===== src/rtl/dmem_arbiter_if.sv =====
// Requester-side and Data_Memory-side signal bundle for dmem_arbiter.
// slave = the arbiter; master = the requesters plus the attached memory.
interface dmem_arbiter_if #(
  parameter int ADDR_W = 32
);
  logic              a_req,   b_req;
  logic              a_we,    b_we;
  logic [1:0]        a_size,  b_size;
  logic              a_uns,   b_uns;
  logic [ADDR_W-1:0] a_addr,  b_addr;
  logic [31:0]       a_wdata, b_wdata;

  logic              a_gnt,   b_gnt;
  logic              a_done,  b_done;
  logic [31:0]       a_rdata, b_rdata;
  logic              a_err,   b_err;

  logic [1:0]        mem_we;
  logic [2:0]        mem_rd_type;
  logic [ADDR_W-1:0] mem_wr_addr;
  logic [ADDR_W-1:0] mem_rd_addr;
  logic [31:0]       mem_din;
  logic [31:0]       mem_dout;

  modport slave (
    input  a_req, b_req, a_we, b_we, a_size, b_size, a_uns, b_uns,
           a_addr, b_addr, a_wdata, b_wdata, mem_dout,
    output a_gnt, b_gnt, a_done, b_done, a_rdata, b_rdata, a_err, b_err,
           mem_we, mem_rd_type, mem_wr_addr, mem_rd_addr, mem_din
  );

  modport master (
    output a_req, b_req, a_we, b_we, a_size, b_size, a_uns, b_uns,
           a_addr, b_addr, a_wdata, b_wdata, mem_dout,
    input  a_gnt, b_gnt, a_done, b_done, a_rdata, b_rdata, a_err, b_err,
           mem_we, mem_rd_type, mem_wr_addr, mem_rd_addr, mem_din
  );
endinterface


===== src/rtl/dmem_arbiter.sv =====
// Two-port arbiter/sequencer in front of Data_Memory: IDLE -> ACCESS -> DONE.
// Define DMEM_ARB_FIXED_PRIO_EN for fixed A-over-B priority instead of round robin.
module dmem_arbiter #(
  parameter int MEMORY_SIZE = 1024,
  parameter int ADDR_W      = 32
) (
  input  logic         Clk,
  input  logic         Rst_n,
  dmem_arbiter_if.slave bus
);

  typedef enum logic [1:0] {IDLE = 2'd0, ACCESS = 2'd1, DONE = 2'd2} state_t;

  localparam logic [ADDR_W:0] MEM_LIMIT = (ADDR_W+1)'(MEMORY_SIZE);

  // Extra address bit keeps addr + bytes - 1 from wrapping near the top.
  function automatic logic access_illegal(input logic [1:0] size,
                                          input logic [ADDR_W-1:0] addr);
    logic [ADDR_W:0] last_byte;
    logic            bad;
    last_byte = {1'b0, addr};
    bad       = 1'b0;
    case (size)
      2'b00: bad = 1'b0;
      2'b01: begin
        last_byte = {1'b0, addr} + (ADDR_W+1)'(1);
        bad       = addr[0];
      end
      2'b10: begin
        last_byte = {1'b0, addr} + (ADDR_W+1)'(3);
        bad       = |addr[1:0];
      end
      default: bad = 1'b1;
    endcase
    return bad | (last_byte >= MEM_LIMIT);
  endfunction

  state_t            state_q, state_d;
  logic              sel_b;
  logic              any_req;
  logic              latch_en;

  logic              sel_we;
  logic [1:0]        sel_size;
  logic              sel_uns;
  logic [ADDR_W-1:0] sel_addr;
  logic [31:0]       sel_wdata;

  logic              owner_q;
  logic              we_q;
  logic [1:0]        size_q;
  logic              uns_q;
  logic [ADDR_W-1:0] addr_q;
  logic [31:0]       wdata_q;
  logic              err_pending_q;

  logic              a_gnt_q,  a_gnt_d,  b_gnt_q,  b_gnt_d;
  logic              a_done_q, a_done_d, b_done_q, b_done_d;
  logic              a_err_q,  a_err_d,  b_err_q,  b_err_d;
  logic [31:0]       a_rdata_q, a_rdata_d, b_rdata_q, b_rdata_d;
  logic [31:0]       rd_capture;

  assign any_req = bus.a_req | bus.b_req;

`ifdef DMEM_ARB_FIXED_PRIO_EN
  assign sel_b = bus.b_req & ~bus.a_req;
`else
  logic last_owner_q, last_owner_d;

  // On a tie the port that did not own the previous access wins.
  assign sel_b        = bus.b_req & (~bus.a_req | ~last_owner_q);
  assign last_owner_d = (state_q == DONE) ? owner_q : last_owner_q;

  always_ff @(posedge Clk or negedge Rst_n) begin
    if (!Rst_n) last_owner_q <= 1'b1;
    else        last_owner_q <= last_owner_d;
  end
`endif

  assign sel_we    = sel_b ? bus.b_we    : bus.a_we;
  assign sel_size  = sel_b ? bus.b_size  : bus.a_size;
  assign sel_uns   = sel_b ? bus.b_uns   : bus.a_uns;
  assign sel_addr  = sel_b ? bus.b_addr  : bus.a_addr;
  assign sel_wdata = sel_b ? bus.b_wdata : bus.a_wdata;

  assign rd_capture = (!err_pending_q && !we_q) ? bus.mem_dout : 32'h0;

  always_comb begin
    state_d          = state_q;
    latch_en         = 1'b0;
    a_gnt_d          = 1'b0;
    b_gnt_d          = 1'b0;
    a_done_d         = 1'b0;
    b_done_d         = 1'b0;
    a_err_d          = 1'b0;
    b_err_d          = 1'b0;
    a_rdata_d        = a_rdata_q;
    b_rdata_d        = b_rdata_q;
    bus.mem_we       = 2'b00;
    bus.mem_rd_type  = 3'b000;
    bus.mem_wr_addr  = '0;
    bus.mem_rd_addr  = '0;
    bus.mem_din      = 32'h0;
    case (state_q)
      IDLE: begin
        if (any_req) begin
          latch_en = 1'b1;
          state_d  = ACCESS;
          a_gnt_d  = ~sel_b;
          b_gnt_d  = sel_b;
        end
      end
      ACCESS: begin
        state_d = DONE;
        if (!err_pending_q) begin
          bus.mem_wr_addr = addr_q;
          bus.mem_rd_addr = addr_q;
          bus.mem_din     = wdata_q;
          bus.mem_rd_type = {uns_q, size_q};
          bus.mem_we      = we_q ? (size_q + 2'd1) : 2'b00;
        end
        if (owner_q) begin
          b_rdata_d = rd_capture;
          b_done_d  = 1'b1;
          b_err_d   = err_pending_q;
        end else begin
          a_rdata_d = rd_capture;
          a_done_d  = 1'b1;
          a_err_d   = err_pending_q;
        end
      end
      DONE:    state_d = IDLE;
      default: state_d = IDLE;
    endcase
  end

  always_ff @(posedge Clk or negedge Rst_n) begin
    if (!Rst_n) begin
      state_q   <= IDLE;
      a_gnt_q   <= 1'b0;
      b_gnt_q   <= 1'b0;
      a_done_q  <= 1'b0;
      b_done_q  <= 1'b0;
      a_err_q   <= 1'b0;
      b_err_q   <= 1'b0;
      a_rdata_q <= 32'h0;
      b_rdata_q <= 32'h0;
    end else begin
      state_q   <= state_d;
      a_gnt_q   <= a_gnt_d;
      b_gnt_q   <= b_gnt_d;
      a_done_q  <= a_done_d;
      b_done_q  <= b_done_d;
      a_err_q   <= a_err_d;
      b_err_q   <= b_err_d;
      a_rdata_q <= a_rdata_d;
      b_rdata_q <= b_rdata_d;
    end
  end

  // Request fields are only consumed after a grant, so they need no reset.
  always_ff @(posedge Clk) begin
    if (latch_en) begin
      owner_q       <= sel_b;
      we_q          <= sel_we;
      size_q        <= sel_size;
      uns_q         <= sel_uns;
      addr_q        <= sel_addr;
      wdata_q       <= sel_wdata;
      err_pending_q <= access_illegal(sel_size, sel_addr);
    end
  end

  assign bus.a_gnt   = a_gnt_q;
  assign bus.b_gnt   = b_gnt_q;
  assign bus.a_done  = a_done_q;
  assign bus.b_done  = b_done_q;
  assign bus.a_err   = a_err_q;
  assign bus.b_err   = b_err_q;
  assign bus.a_rdata = a_rdata_q;
  assign bus.b_rdata = b_rdata_q;

endmodule


===== src/flat_wrapper.sv =====
// flat-port wrapper written by rule: the top's interface ports become plain ports
module dmem_arbiter_flat 
#(
  parameter int MEMORY_SIZE = 1024,
  parameter int ADDR_W      = 32
)
  (Clk, Rst_n, bus_a_req, bus_b_req, bus_a_we, bus_b_we, bus_a_size, bus_b_size, bus_a_uns, bus_b_uns, bus_a_addr, bus_b_addr, bus_a_wdata, bus_b_wdata, bus_mem_dout, bus_a_gnt, bus_b_gnt, bus_a_done, bus_b_done, bus_a_rdata, bus_b_rdata, bus_a_err, bus_b_err, bus_mem_we, bus_mem_rd_type, bus_mem_wr_addr, bus_mem_rd_addr, bus_mem_din);
  dmem_arbiter_if #(.ADDR_W(ADDR_W)) bus_i ();
  input  logic Clk;
  input  logic Rst_n;
  input wire logic [$bits(bus_i.a_req)-1:0] bus_a_req;
  input wire logic [$bits(bus_i.b_req)-1:0] bus_b_req;
  input wire logic [$bits(bus_i.a_we)-1:0] bus_a_we;
  input wire logic [$bits(bus_i.b_we)-1:0] bus_b_we;
  input wire logic [$bits(bus_i.a_size)-1:0] bus_a_size;
  input wire logic [$bits(bus_i.b_size)-1:0] bus_b_size;
  input wire logic [$bits(bus_i.a_uns)-1:0] bus_a_uns;
  input wire logic [$bits(bus_i.b_uns)-1:0] bus_b_uns;
  input wire logic [$bits(bus_i.a_addr)-1:0] bus_a_addr;
  input wire logic [$bits(bus_i.b_addr)-1:0] bus_b_addr;
  input wire logic [$bits(bus_i.a_wdata)-1:0] bus_a_wdata;
  input wire logic [$bits(bus_i.b_wdata)-1:0] bus_b_wdata;
  input wire logic [$bits(bus_i.mem_dout)-1:0] bus_mem_dout;
  output wire logic [$bits(bus_i.a_gnt)-1:0] bus_a_gnt;
  output wire logic [$bits(bus_i.b_gnt)-1:0] bus_b_gnt;
  output wire logic [$bits(bus_i.a_done)-1:0] bus_a_done;
  output wire logic [$bits(bus_i.b_done)-1:0] bus_b_done;
  output wire logic [$bits(bus_i.a_rdata)-1:0] bus_a_rdata;
  output wire logic [$bits(bus_i.b_rdata)-1:0] bus_b_rdata;
  output wire logic [$bits(bus_i.a_err)-1:0] bus_a_err;
  output wire logic [$bits(bus_i.b_err)-1:0] bus_b_err;
  output wire logic [$bits(bus_i.mem_we)-1:0] bus_mem_we;
  output wire logic [$bits(bus_i.mem_rd_type)-1:0] bus_mem_rd_type;
  output wire logic [$bits(bus_i.mem_wr_addr)-1:0] bus_mem_wr_addr;
  output wire logic [$bits(bus_i.mem_rd_addr)-1:0] bus_mem_rd_addr;
  output wire logic [$bits(bus_i.mem_din)-1:0] bus_mem_din;
  assign bus_i.a_req = bus_a_req;
  assign bus_i.b_req = bus_b_req;
  assign bus_i.a_we = bus_a_we;
  assign bus_i.b_we = bus_b_we;
  assign bus_i.a_size = bus_a_size;
  assign bus_i.b_size = bus_b_size;
  assign bus_i.a_uns = bus_a_uns;
  assign bus_i.b_uns = bus_b_uns;
  assign bus_i.a_addr = bus_a_addr;
  assign bus_i.b_addr = bus_b_addr;
  assign bus_i.a_wdata = bus_a_wdata;
  assign bus_i.b_wdata = bus_b_wdata;
  assign bus_i.mem_dout = bus_mem_dout;
  assign bus_a_gnt = bus_i.a_gnt;
  assign bus_b_gnt = bus_i.b_gnt;
  assign bus_a_done = bus_i.a_done;
  assign bus_b_done = bus_i.b_done;
  assign bus_a_rdata = bus_i.a_rdata;
  assign bus_b_rdata = bus_i.b_rdata;
  assign bus_a_err = bus_i.a_err;
  assign bus_b_err = bus_i.b_err;
  assign bus_mem_we = bus_i.mem_we;
  assign bus_mem_rd_type = bus_i.mem_rd_type;
  assign bus_mem_wr_addr = bus_i.mem_wr_addr;
  assign bus_mem_rd_addr = bus_i.mem_rd_addr;
  assign bus_mem_din = bus_i.mem_din;
  dmem_arbiter #(.MEMORY_SIZE(MEMORY_SIZE), .ADDR_W(ADDR_W)) u_core (.Clk(Clk), .Rst_n(Rst_n), .bus(bus_i));
endmodule

===== config.mk =====
export PLATFORM = sky130hd
export DESIGN_NAME = dmem_arbiter_flat
export DESIGN_NICKNAME = d
export VERILOG_FILES = /design/src/rtl/dmem_arbiter_if.sv /design/src/rtl/dmem_arbiter.sv /design/src/flat_wrapper.sv
export SDC_FILE = /design/constraint.sdc
export NUM_CORES = 1
export LEC_CHECK = 0
export CAP_MARGIN = 20
export CORE_MARGIN = 1
export CORE_UTILIZATION = 40
export CTS_CLUSTER_SIZE = 10
export DETAILED_ROUTE_END_ITERATION = 6
export PLACE_DENSITY = 0.85
export SYNTH_ARGS = -nofsm -noshare
export SYNTH_HDL_FRONTEND = slang
export SYNTH_SLANG_ARGS = --single-unit

===== constraint.sdc =====
create_clock -name Clk -period 6.5 [get_ports Clk]
set_clock_uncertainty 0.1 [all_clocks]
set_input_delay 1.625 -clock Clk [delete_from_list [all_inputs] [get_ports Clk]]
set_output_delay 1.625 -clock Clk [all_outputs]
set_load 0.02 [all_outputs]

* Word-level counts from Yosys, hierarchy flattened *
Cells that the tools add are included.

cells by class
  reduce and logical (&&, ||, !) cells = 8
  magnitude comparators = 1
  $add $sub $neg = 3
  bitwise operators = 8
  muxes and demuxes = 35
  equal/unequal tests = 5

operators with widths
  cell                                                                  count
  two-way mux 32 bit                                                    7
  case mux 33 bit (2 select lines)                                      1
  adder 32 x 1 -> 33 bit (second input constant)                        1
  adder 32 x 2 -> 33 bit (second input constant)                        1
  greater-or-equal comparator 33 x 11 -> 1 bit (second input constant)  1
  two-way mux 33 bit                                                    1
  two-way mux 1 bit                                                     17
  two-way mux 2 bit                                                     5
  two-way mux 3 bit                                                     2
  == test 2 x 1 -> 1 bit (second input constant)                        2
  == test 2 bit (second input constant)                                 2
  zero test 2 bit                                                       2
  inverter 1 bit                                                        4
  case mux 2 bit (2 select lines)                                       1
  AND reduction 2 bit                                                   2
  OR 1 bit                                                              3
  case mux 1 bit (3 select lines)                                       1
  adder 2 x 1 -> 2 bit (second input constant)                          1
  zero test 1 bit                                                       2
  inequality test 2 x 1 -> 1 bit (second input constant)                1
  OR reduction 2 bit                                                    1
  bitwise AND 1 bit                                                     1
  logical AND 1 bit                                                     1

word-level totals
  bits of input ports = 172
  bits in registers = 143
  logic and storage cells = 77

* Depth between registers and ports, before layout *
  depth after elaboration = 9
  depth in mapped cells = 19
  gate-level depth less buffers = 14

* Worst setup path after synthesis *
Ideal clock, no wire load.

  kind = input to register
  start = in bus_b_req
  end = reg u_core.addr_q[0], enable pin
  stages on the path = 2
  buffers on the path = 0
  data arrival time = 6,423 ps
  path slack = -607 ps
  setup time = 584 ps
  cell sequence = nor2_1 nor3_1

on the way
  cells in the longest elaborated chain, start to end = 3

ends and longest elaborated chain
  what                       RTL line             text
  from (decl)                flat_wrapper.sv:12   input wire logic [$bits(bus_i.b_req)-1:0] bus_b_req;
  OR 1 bit                   dmem_arbiter.sv:63   assign any_req = bus.a_req | bus.b_req;
  two-way mux 1 bit          dmem_arbiter.sv:106  if (any_req) begin
  two-way mux 1 bit          dmem_arbiter.sv:104  case (state_q)
  named net u_core.latch_en  dmem_arbiter.sv:41   logic latch_en;
  to (signal assigned)       dmem_arbiter.sv:168  addr_q <= sel_addr;
  to (decl)                  dmem_arbiter.sv:53   logic [ADDR_W-1:0] addr_q;

The timed path passes the listed nets, and every way through them passes these cells.
A chain may end at the register's enable or synchronous reset.

* Worst setup path in the final report *
  start = in bus_b_req
  end = reg u_core.err_pending_q, data pin

on the way
  cells in the longest elaborated chain, start to end = 7
  elaborated cells on any way between the ends = 15
  those cells by class = add/sub (2); order compare (1); eq/ne (2); mux (6); bitwise (2); reduce/logical (2)

ends and longest elaborated chain
  what                                                              RTL line                                text
  bitwise AND 1 bit *                                               dmem_arbiter.sv:71                      assign sel_b = bus.b_req & (~bus.a_req | ~last_owner_q);
  two-way mux 32 bit *                                              dmem_arbiter.sv:83                      assign sel_addr = sel_b ? bus.b_addr : bus.a_addr;
  named net u_core.sel_addr[1]                                      dmem_arbiter.sv:46                      logic [ADDR_W-1:0] sel_addr;
  adder 32 x 2 -> 33 bit or adder 32 x 1 -> 33 bit (tied branches)  dmem_arbiter.sv:30, dmem_arbiter.sv:26
  case mux 33 bit (2 select lines)                                  dmem_arbiter.sv:23                      case (size)
  two-way mux 33 bit                                                dmem_arbiter.sv:163                     if (latch_en) begin
  greater-or-equal comparator 33 x 11 -> 1 bit                      dmem_arbiter.sv:35                      return bad | (last_byte >= MEM_LIMIT);
  OR 1 bit *                                                        dmem_arbiter.sv:35
  to (signal assigned)                                              dmem_arbiter.sv:170                     err_pending_q <= access_illegal(sel_size, sel_addr);
  to (decl)                                                         dmem_arbiter.sv:55                      logic err_pending_q;

The timed path passes the listed nets; every way through them passes the cells marked *. The select of a mux whose other input is x is not followed.

==> impl_metrics.toml <==
[routing]
drc = 51
ant_nets = 0
vias = 7104
totalWireLength_um = 23590
drt_pre_antenna_iters = 7
dr.first_iter.drc_count = 515
wl_per_cell_um = 17.43
detail_route.vias_per_cell = 5.251

[critical_path]
crit_family = "compound AO/OA/AOI/OAI gates"
crit_arrival_ns = 5.35
worstPathRequired_ns = 6.57
reg2reg_from = "u_core.last_owner_q"
critical_path_class = "in -> reg"
crit_path_max_incr_delay_ns = 0.54
r2r-end = "u_core.err_pending_q"
rrSetupSlack_ns = 2.51
path_cells = "clkdlybuf4s50_1 -> a21bo_4 -> inv_4 -> buf_4 -> nand2_1 -> nand2_1 -> ha_1 -> nand2_1 -> mux2i_1 -> o22ai_1 -> nor3_1 -> a22oi_1 -> o22ai_1 -> or4_1 -> a211o_1"
end_kind = "register"
crit_fanout = 34
r2r_cells = 13
critPathSlowestCell = "or4_1"
cpMostUsedCell = "nand2_1"
path_buf_inv = 3
start_kind = "primary input"

[hold_path]
min_from = "u_core.bus.a_rdata[13]"
holdPathStages = 2
min_to = "u_core.bus.a_rdata[13]"
hold_path.class = "reg -> reg"

[floorplan]
row_count = 49
dieArea_mm2 = 0.01916
coreArea_mm2 = 0.01809
start_util_pct = 41.16
io_pins = 343
die-width_um = 138.4
die_h_um = 138.4

[clock_tree]
cts_made_buffers = 17
cts_tree = "done"
clock_latency_ns = 0.41
cts.path.max_buffers = 2
postCtsSetupRepairBufs = 0
ctsHoldBuffers = 0
cts_root_buf = "clkbuf_16"
clk_pin_slew_ns = 0.07
cts_sinks = 143
htreeDepth = 4
ctsResizeCount = 0

[cells_and_area]
num_antenna_cells = 0
areaGrowthSynthToFinish_pct = 53.21
drive_gt1_share_pct = 5.516
fin_nets = 1288
seq_area_mm2 = 0.003930
fillers = 1525
multiInputGateArea_mm2 = 0.003033

[placement]
io_buffer_count = 342
place_hpwl_um = 17290
place.gp.congestion = 0.9159

[power]
peakVddDrop_v = 0.0001914
powerDensity_mw_per_mm2 = 257.3
p_leak_nw = 4.816

[logic_synthesis]
yosysUniqueCellTypes = 56
syn_area_mm2 = 0.007445
ys_warn_count = 0
yosysSeqAreaShare_pct = 52.79
postSynth.asyncResetShare_pct = 51.05
synth_top_area_share_pct = 28.24
avgSynthCellArea_um2 = 9.046
synthFlopType = "dfrtp_1"
syn_inst = 823
ys_top_cells_by_area = "edfxtp_1 28%, dfrtp_1 24%, nand2_1 14%, and3_1 6.1%, o21ai_0 4.7%"
synth_edf_count = 70
synthesis.nets = 1000
synth_seq_cells = 143
yosys.area.top_type = "edfxtp_1"

[timing]
slew_violations = 0
setup_viol = 0
finalCriticalPeriod_ns = 5.287
whs_ns = 0.3781
rsz0062_at_grt = "no"
tightest_slew_ns = 0.9597
hold_violations = 0
slew_headroom_pct = 36.02
setup_tns_ns = 0
fmax_mhz = 189.1
min_period_over_period_pct = 81.34

[run_status]
violations = "design-rule violations"
status = "finished, violations left"

[global_routing]
globalRouteMet1Util_pct = 30.23
track_usage_pct = 24.33
grt_busiest_layer = "met2"
use_met3_pct = 5.438
antenna_found_initial = 0
grtUsageMet2_pct = 42.40
grt_max_degree = 71
grt_pass1_wl_um = 36380
grt_pass1_vias = 6824
globalRouteOverflowTotal = 0

[run]
cap_viol_max_count = 0
-- report_power, final --
group          switching, mW  internal (mW)  total, mW
Sequential            0.0680           1.20       1.27
Combinational          0.461          0.254      0.715
Clock                  0.415          0.537      0.952
-- per-layer routing --
metal / up-vias / part of all wire [%]
met3: 27 / 8.3
met4: 0 / 1.6
met5: - / 0
li1: 3374 / -
met1: 3351 / 40
met2: 352 / 51
-- worst min-delay path, cell delays in order (launching register included) --
cell and delay, ns:
dfrtp_1 0.34, nand2_1 0.04, o21ai_0 0.06
-- registers in the layout, summed over array words and instances (netlist names), 2 cells and up --
name	flops
u_core.state_q	2
u_core.addr_q	32
u_core.wdata_q	32
u_core.size_q	2
u_core.bus.a_rdata	32
u_core.bus.b_rdata	32
-- per-stage QoR --
stage | util (%) | setup slack, ns | instance area, um^2 | cells | total power [mW]
floorplan | - | 0.9506 | 7450 | 823 | 1.670
global placement | 59.64 | 0.8512 | 10790 | 1319 | 1.959
global route | 63.06 | 0.9349 | 11410 | 1353 | 3.072
detailed placement | 59.64 | 0.7830 | 10790 | 1319 | 1.978
CTS | 62.84 | 1.241 | 11370 | 1351 | 2.937
finish | 63.06 | 1.213 | 11410 | 1353 | 2.935
-- kinds of logic after synthesis --
kind of cell	synth area share [%]
compound gates	8.269
xor+xnor	1.059
fa+ha+maj	0.9412
buf+inv	6.908
flops	52.79
mux	3.428
simple gates	26.61
-- Yosys cell counts (all sizes together) (2+ instances only) --
cell / instances
nor4b: 3
or3: 3
nand2: 278
or2: 2
a21oi: 10
ha: 4
and2: 2
nor4: 14
xor2: 4
nor3: 12
o21ai: 71
nor2: 15
or4: 2
inv: 17
mux2i: 18
clkbuf: 39
nand3: 16
buf: 43
a22oi: 3
nand4: 8
dfrtp: 72
mux2: 6
xnor2: 5
edfxtp: 70
nor2b: 3
and3: 73
nand2b: 3
o22ai: 4
a31oi: 3
o311ai: 2
-- worst max path at each step --
stage,from,end,slack (ns),depth (start not counted)
final,bus_b_req,u_core.err_pending_q,1.21,15
after global routing,bus_b_req,u_core.err_pending_q,0.93,15
after CTS,bus_b_req,u_core.err_pending_q,1.24,15
after detailed placement,bus_b_req,u_core.err_pending_q,0.78,15
after global placement,bus_b_req,u_core.err_pending_q,0.85,15
after floorplan,bus_b_req,u_core.err_pending_q,0.95,18
-- cells in the final DEF, fill, tap and decap left out, drive strengths merged, types with 12 or more instances in the layout --
| cell type | netlist | final |
|---|---|---|
| nand2 | 278 | 278 |
| inv | 17 | 26 |
| and3 | 73 | 73 |
| edfxtp | 70 | 70 |
| o21ai | 71 | 71 |
| clkdlybuf4s50 | 0 | 341 |
| mux2i | 18 | 18 |
| nor3 | 12 | 12 |
| dfrtp | 72 | 72 |
| nor4 | 14 | 14 |
| nor2 | 15 | 15 |
| nand3 | 16 | 16 |
| clkbuf | 39 | 19 |
-- area by class of cell --
type,count,share of cell area [%]
sequential,143,34.46
clock inverter,13,1.009
multi-input combinational,581,26.59
timing repair buffer,351,30.78
inverter,17,0.5814
tap,229,2.512
clock buffer,19,4.070
No activity file was read; power rests on OpenSTA's default activity.
